`src/rtl/cu_alu_ex_mem.sv`:
```
// cu_alu_ex_mem: MIPS execute slice (decode, ALU, EX/MEM register); define MULDIV_EN for mult/multu/mfhi/mflo and Hi/Lo.
module cu_alu_ex_mem (
    input  logic        clk,
    input  logic        reset_n,
    input  logic        en,
    input  logic [5:0]  OPcode,
    input  logic [5:0]  Func,
    input  logic [31:0] rdata1,
    input  logic [31:0] rdata2,
    input  logic [31:0] immediate,
    input  logic [31:0] pc_plus4,
    input  logic [4:0]  rt_addr,
    input  logic [4:0]  rd_addr,
    output logic        jump,
    output logic        EX_MEM_MemWrite,
    output logic        EX_MEM_MemRead,
    output logic        EX_MEM_Branch,
    output logic        EX_MEM_Jump,
    output logic        EX_MEM_MemtoReg,
    output logic        EX_MEM_RegWrite,
    output logic [31:0] EX_MEM_PC,
    output logic [31:0] EX_MEM_ALU_RESULT,
    output logic [2:0]  EX_MEM_ALU_SIGN,
    output logic [31:0] EX_MEM_MEM_WDATA,
    output logic [4:0]  EX_MEM_REG_WADDR,
    output logic [31:0] hi,
    output logic [31:0] lo
);
    localparam logic [4:0] OP_ADD = 5'd0, OP_SUB = 5'd1, OP_AND = 5'd2, OP_OR = 5'd3,
                           OP_XOR = 5'd4, OP_NOR = 5'd5, OP_SLT = 5'd6, OP_SLTU = 5'd7,
                           OP_SLL = 5'd8, OP_SRL = 5'd9, OP_SRA = 5'd10, OP_LUI = 5'd11,
                           OP_MULT = 5'd12, OP_MULTU = 5'd13, OP_MFHI = 5'd14, OP_MFLO = 5'd15;
    logic [4:0]  w_op;
    logic        w_regdst, w_alusrc, w_zext, w_ovf_en;
    logic        w_memread, w_memwrite, w_memtoreg, w_regwrite, w_branch, w_jump;
    logic [31:0] w_b, w_sum, w_diff, w_res;
    logic        w_over;
    always_comb begin
        w_op = OP_ADD;
        w_regdst = 1'b0;
        w_alusrc = 1'b0;
        w_zext = 1'b0;
        w_ovf_en = 1'b0;
        w_memread = 1'b0;
        w_memwrite = 1'b0;
        w_memtoreg = 1'b0;
        w_regwrite = 1'b0;
        w_branch = 1'b0;
        w_jump = 1'b0;
        case (OPcode)
            6'h00: begin
                w_regdst = 1'b1;
                w_regwrite = 1'b1;
                case (Func)
                    6'h20: begin w_op = OP_ADD; w_ovf_en = 1'b1; end
                    6'h21: w_op = OP_ADD;
                    6'h22: begin w_op = OP_SUB; w_ovf_en = 1'b1; end
                    6'h23: w_op = OP_SUB;
                    6'h24: w_op = OP_AND;
                    6'h25: w_op = OP_OR;
                    6'h26: w_op = OP_XOR;
                    6'h27: w_op = OP_NOR;
                    6'h2A: w_op = OP_SLT;
                    6'h2B: w_op = OP_SLTU;
                    6'h00: w_op = OP_SLL;
                    6'h02: w_op = OP_SRL;
                    6'h03: w_op = OP_SRA;
`ifdef MULDIV_EN
                    6'h18: begin w_op = OP_MULT; w_regwrite = 1'b0; end
                    6'h19: begin w_op = OP_MULTU; w_regwrite = 1'b0; end
                    6'h10: w_op = OP_MFHI;
                    6'h12: w_op = OP_MFLO;
`endif
                    default: begin w_regdst = 1'b0; w_regwrite = 1'b0; end
                endcase
            end
            6'h08: begin w_alusrc = 1'b1; w_regwrite = 1'b1; w_ovf_en = 1'b1; end
            6'h09: begin w_alusrc = 1'b1; w_regwrite = 1'b1; end
            6'h0A: begin w_op = OP_SLT; w_alusrc = 1'b1; w_regwrite = 1'b1; end
            6'h0C: begin w_op = OP_AND; w_alusrc = 1'b1; w_zext = 1'b1; w_regwrite = 1'b1; end
            6'h0D: begin w_op = OP_OR; w_alusrc = 1'b1; w_zext = 1'b1; w_regwrite = 1'b1; end
            6'h0E: begin w_op = OP_XOR; w_alusrc = 1'b1; w_zext = 1'b1; w_regwrite = 1'b1; end
            6'h0F: begin w_op = OP_LUI; w_alusrc = 1'b1; w_regwrite = 1'b1; end
            6'h23: begin w_alusrc = 1'b1; w_memread = 1'b1; w_memtoreg = 1'b1; w_regwrite = 1'b1; end
            6'h2B: begin w_alusrc = 1'b1; w_memwrite = 1'b1; end
            6'h04: begin w_op = OP_SUB; w_branch = 1'b1; end
            6'h02: w_jump = 1'b1;
            default: ;
        endcase
    end
    assign jump   = w_jump;
    assign w_b    = w_alusrc ? (w_zext ? {16'b0, immediate[15:0]} : immediate) : rdata2;
    assign w_sum  = rdata1 + w_b;
    assign w_diff = rdata1 - w_b;
    // overflow only when operands agree (add) / disagree (sub) in sign and the result flips
    assign w_over = w_ovf_en & ((w_op == OP_SUB) ? (rdata1[31] != w_b[31]) && (w_diff[31] != rdata1[31])
                                                 : (rdata1[31] == w_b[31]) && (w_sum[31] != rdata1[31]));
    always_comb begin
        case (w_op)
            OP_SUB:  w_res = w_diff;
            OP_AND:  w_res = rdata1 & w_b;
            OP_OR:   w_res = rdata1 | w_b;
            OP_XOR:  w_res = rdata1 ^ w_b;
            OP_NOR:  w_res = ~(rdata1 | w_b);
            OP_SLT:  w_res = {31'b0, $signed(rdata1) < $signed(w_b)};
            OP_SLTU: w_res = {31'b0, rdata1 < w_b};
            OP_SLL:  w_res = rdata2 << immediate[10:6];
            OP_SRL:  w_res = rdata2 >> immediate[10:6];
            OP_SRA:  w_res = $signed(rdata2) >>> immediate[10:6];
            OP_LUI:  w_res = {immediate[15:0], 16'b0};
            OP_MFHI: w_res = hi;
            OP_MFLO: w_res = lo;
            default: w_res = w_sum;
        endcase
    end
    always_ff @(posedge clk or negedge reset_n) begin
        if (!reset_n) begin
            EX_MEM_MemWrite   <= 1'b0;
            EX_MEM_MemRead    <= 1'b0;
            EX_MEM_Branch     <= 1'b0;
            EX_MEM_Jump       <= 1'b0;
            EX_MEM_MemtoReg   <= 1'b0;
            EX_MEM_RegWrite   <= 1'b0;
            EX_MEM_PC         <= 32'b0;
            EX_MEM_ALU_RESULT <= 32'b0;
            EX_MEM_ALU_SIGN   <= 3'b0;
            EX_MEM_MEM_WDATA  <= 32'b0;
            EX_MEM_REG_WADDR  <= 5'b0;
        end else if (en) begin
            EX_MEM_MemWrite   <= w_memwrite;
            EX_MEM_MemRead    <= w_memread;
            EX_MEM_Branch     <= w_branch;
            EX_MEM_Jump       <= w_jump;
            EX_MEM_MemtoReg   <= w_memtoreg;
            EX_MEM_RegWrite   <= w_regwrite;
            EX_MEM_PC         <= pc_plus4 + {immediate[29:0], 2'b00};
            EX_MEM_ALU_RESULT <= w_res;
            EX_MEM_ALU_SIGN   <= {w_res == 32'b0, w_over, w_res[31]};
            EX_MEM_MEM_WDATA  <= rdata2;
            EX_MEM_REG_WADDR  <= w_regdst ? rd_addr : rt_addr;
        end
    end
`ifdef MULDIV_EN
    logic        w_sx;
    logic [63:0] w_prod;
    assign w_sx   = (w_op == OP_MULT);
    // sign-extending then multiplying mod 2^64 yields the signed product
    assign w_prod = {{32{w_sx & rdata1[31]}}, rdata1} * {{32{w_sx & rdata2[31]}}, rdata2};
    always_ff @(posedge clk or negedge reset_n) begin
        if (!reset_n) begin
            hi <= 32'b0;
            lo <= 32'b0;
        end else if (en && (w_op == OP_MULT || w_op == OP_MULTU)) begin
            hi <= w_prod[63:32];
            lo <= w_prod[31:0];
        end
    end
`else
    assign hi = 32'b0;
    assign lo = 32'b0;
`endif
endmodule

```
`config.mk`:
```
export PLATFORM = sky130hd
export DESIGN_NAME = cu_alu_ex_mem
export DESIGN_NICKNAME = d
export VERILOG_FILES = /design/src/rtl/cu_alu_ex_mem.sv
export SDC_FILE = /design/constraint.sdc
export NUM_CORES = 1
export LEC_CHECK = 0
export ABC_AREA = 1
export CORE_MARGIN = 2
export CORE_UTILIZATION = 30
export CTS_CLUSTER_DIAMETER = 30
export DETAILED_ROUTE_END_ITERATION = 6
export PLACE_DENSITY = 0.54
export SYNTH_ARGS = -nofsm -noshare
export SYNTH_HDL_FRONTEND = slang
export SYNTH_SLANG_ARGS = --single-unit
```
`constraint.sdc`:
```
create_clock -name clk -period 2.14 [get_ports clk]
set_clock_uncertainty 0.15 [all_clocks]
set_input_delay 0.214 -clock clk [delete_from_list [all_inputs] [get_ports clk]]
set_output_delay 0.214 -clock clk [all_outputs]
set_load 0.02 [all_outputs]
```
==> impl_metrics.json <==
{
  "maxUsedRoutingLayer": "met5",
  "critPathMaxStageDelay_ns": 0.30,
  "synth_cells": 3174,
  "path_common_cell": "nand2_1",
  "synth_top_cell_area_share": 0.212,
  "ys_seq_elements": 108,
  "cp-start-kind": "input port",
  "outcome": "finished with violations",
  "final.setup.worst_slack_ns": -1.45,
  "nNetsFinal": 4426,
  "violations": "design-rule violations, negative setup slack",
  "fin_crit_sh": 1.68,
  "synth_edf_count": 0,
  "clk_path_buf_depth": 2,
  "holdPathStages": 4,
  "hold_viol_final": 0,
  "hp-class": "in2reg",
  "dp_slack_ns": -2.82,
  "synth_most_common_cell": "nand2_1",
  "synthArstFlopShare": 1.00,
  "worstPathArrival_ns": 3.77,
  "drtIter0Drc": 2400,
  "met2_length_um": 45400,
  "crit_fanout": 8,
  "crit_slowest_cell": "ha_4",
  "yosysTopAreaCell": "nand2_1",
  "wl_met3_um": 7670,
  "dieArea_sq_um": 60600,
  "wl_met1_um": 43100,
  "dieWidth_um": 246,
  "power_density_nw_per_um2": 484,
  "grt_antenna_before_repair": 3,
  "grt_overflow": 0,
  "leakagePower_nw": 15.6,
  "start_util": 0.305,
  "die_h_um": 246,
  "io_buffer_count": 263,
  "grt_setup_unrepaired": "yes",
  "ys_types": 53,
  "crit_type": "in2reg",
  "gp_congestion": 0.996,
  "cts_max_level": 3,
  "finalSetupTns_ns": -37.62,
  "syn2layout_area_growth_pct": 76.1,
  "peakVddDrop_mv": 0.556,
  "final_core_util": 0.536,
  "fin_crit_ns": 3.59,
  "max_slew_margin": 0.587,
  "drv_cap": 0,
  "grt_pass1_vias": 24000,
  "place_area_sq_um": 26500,
  "synth_top_flop_cell": "dfrtp_1",
  "hpwl_um": 81300,
  "required_ns": 2.33,
  "cts-root-buf": "clkbuf_16",
  "r2r_cells": 2,
  "grt_pass1_wl_um": 146000,
  "pin_count": 328,
  "drt_first_pass_iters": 7,
  "yosys_warnings": 0,
  "power_mw": 15.0,
  "cts.sinks": 108,
  "synth-seq-area-share": 0.154,
  "worst_slew_pin_slew_ns": 0.619,
  "grt.total_usage": 0.320,
  "core_sq_um": 57800,
  "finalMaxSlewViolations": 0,
  "final_area_sq_um": 31000,
  "drc": 2,
  "synthesis.area_sq_um": 17600,
  "cts-buffers-inserted": 9,
  "wl_per_cell_um": 20.4,
  "synth_common_cells": "996 x nand2_1, 512 x nand3_1, 312 x inv_1, 309 x nor2_1, 207 x o21ai_0",
  "grt_max_degree": 84,
  "timing.fmax_mhz": 279,
  "row_count": 88,
  "layout-drive-gt1-share": 0.375,
  "path_clk_slew_ns": 0.09,
  "synth.area.top_cells": "nand2_1 21%, dfrtp_1 15%, nand3_1 15%, ha_1 8.9%, inv_1 6.7%",
  "vias": 25200,
  "totalWireLength_um": 100000,
  "syn_avg_cell_area_sq_um": 5.55,
  "antenna_left": 0,
  "cts_tree": "done",
  "setup_viol": 41,
  "crit_path_end_kind": "flip-flop",
  "insertion_delay_ns": 0.38,
  "vias_per_cell": 5.13
}
==> flip-flops by register name, summed over array words and instances, names as in the netlist <==
register           cells
EX_MEM_Branch          1
EX_MEM_ALU_SIGN        3
EX_MEM_Jump            1
EX_MEM_MEM_WDATA      32
EX_MEM_PC             32
EX_MEM_MemtoReg        1
EX_MEM_REG_WADDR       5
EX_MEM_MemWrite        1
EX_MEM_ALU_RESULT     31
EX_MEM_RegWrite        1
==> layer usage <==
layer	vias up	track usage
li1	12200	-
met1	11800	0.427
met2	1044	0.517
met3	180	0.0535
met4	4	0.118
met5	-	0
==> where the power goes <==
group	leakage (nW)	internal (mW)	switching (mW)	total, mW
combinational	14.1	4.76	5.82	10.6
sequential	1.33	2.36	0.219	2.58
clock	0.146	0.859	0.985	1.84
total	15.6	7.98	7.03	15.0
==> critical path, delay by kind of cell <==
family | cells | cell delay, ns
fa+ha+maj | 1 | 0.30
buf+inv | 7 | 0.78
compound gates | 1 | 0.07
xor+xnor | 1 | 0.18
simple gates | 22 | 2.21
==> cells by family (layout without fill, tap and decap cells) <==
kind of cell             Yosys count  after routing  share of synthesized area
AND/OR/NAND/NOR                 1938           1938                      0.471
buffers and inverters            543           1456                      0.134
AO/OA/AOI/OAI                    415            415                      0.129
adder cells (fa/ha/maj)          128            128                     0.0923
flip-flops                       108            108                      0.154
XOR/XNOR                          40             40                     0.0199
other                              1             65                   0.000213
multiplexers                       1              1                   0.000569
==> layout make-up <==
cell class,instances,area [sq um]
fill,5820,26800
multi-input combinational,2586,16100
timing repair buffer,1114,9670
sequential,108,2700
inverter,326,1240
tap,765,957
clock buffer,10,239
clock inverter,6,63.8
antenna,1,2.50
==> repair_timing <==
| action | CTS | global route |
|---|---|---|
| buffers inserted | 80 | 45 |
| hold buffers | 1 | 0 |
| cloned | 2 | 0 |
| endpoints found under the setup margin | 59 | 52 |
| pin swaps | 215 | 195 |
| endpoints found under the hold margin | 29 | 0 |
| resized for setup | 646 | 346 |
==> final timing paths <==
path,startpoint,end,slack [ns]
worst max-delay path,OPcode[4],EX_MEM_ALU_SIGN[2],-1.45
min in group asynchronous,reset_n,EX_MEM_PC[29],0.18
max in group asynchronous,reset_n,EX_MEM_MEM_WDATA[8],1.01
worst min register to register,EX_MEM_ALU_RESULT[1],EX_MEM_ALU_RESULT[1],0.33
worst min-delay path,OPcode[1],EX_MEM_Branch,0.08
worst max register to register,EX_MEM_ALU_RESULT[26],EX_MEM_ALU_RESULT[26],1.22
==> per-stage QoR <==
step	cells	hold slack, ns
6_report	4916	0.0759
3_3_place_gp	4805	0.0525
4_1_cts	4891	0.0552
3_5_place_dp	4805	0.0547
5_1_grt	4916	0.119
2_1_floorplan	3237	-0.232
==> layout by cell type (no fill, tap or decap), types with 64 or more instances in the layout <==
| cell type | instances |
|---|---|
| nand2_2 | 121 |
| inv_2 | 68 |
| o21ai_0 | 115 |
| nor2_1 | 198 |
| clkdlybuf4s50_1 | 228 |
| ha_1 | 74 |
| dfrtp_1 | 108 |
| buf_6 | 88 |
| buf_4 | 736 |
| conb_1 | 64 |
| inv_1 | 248 |
| nand3_1 | 452 |
| nand2_1 | 831 |
(Power assumes the default switching activity.)
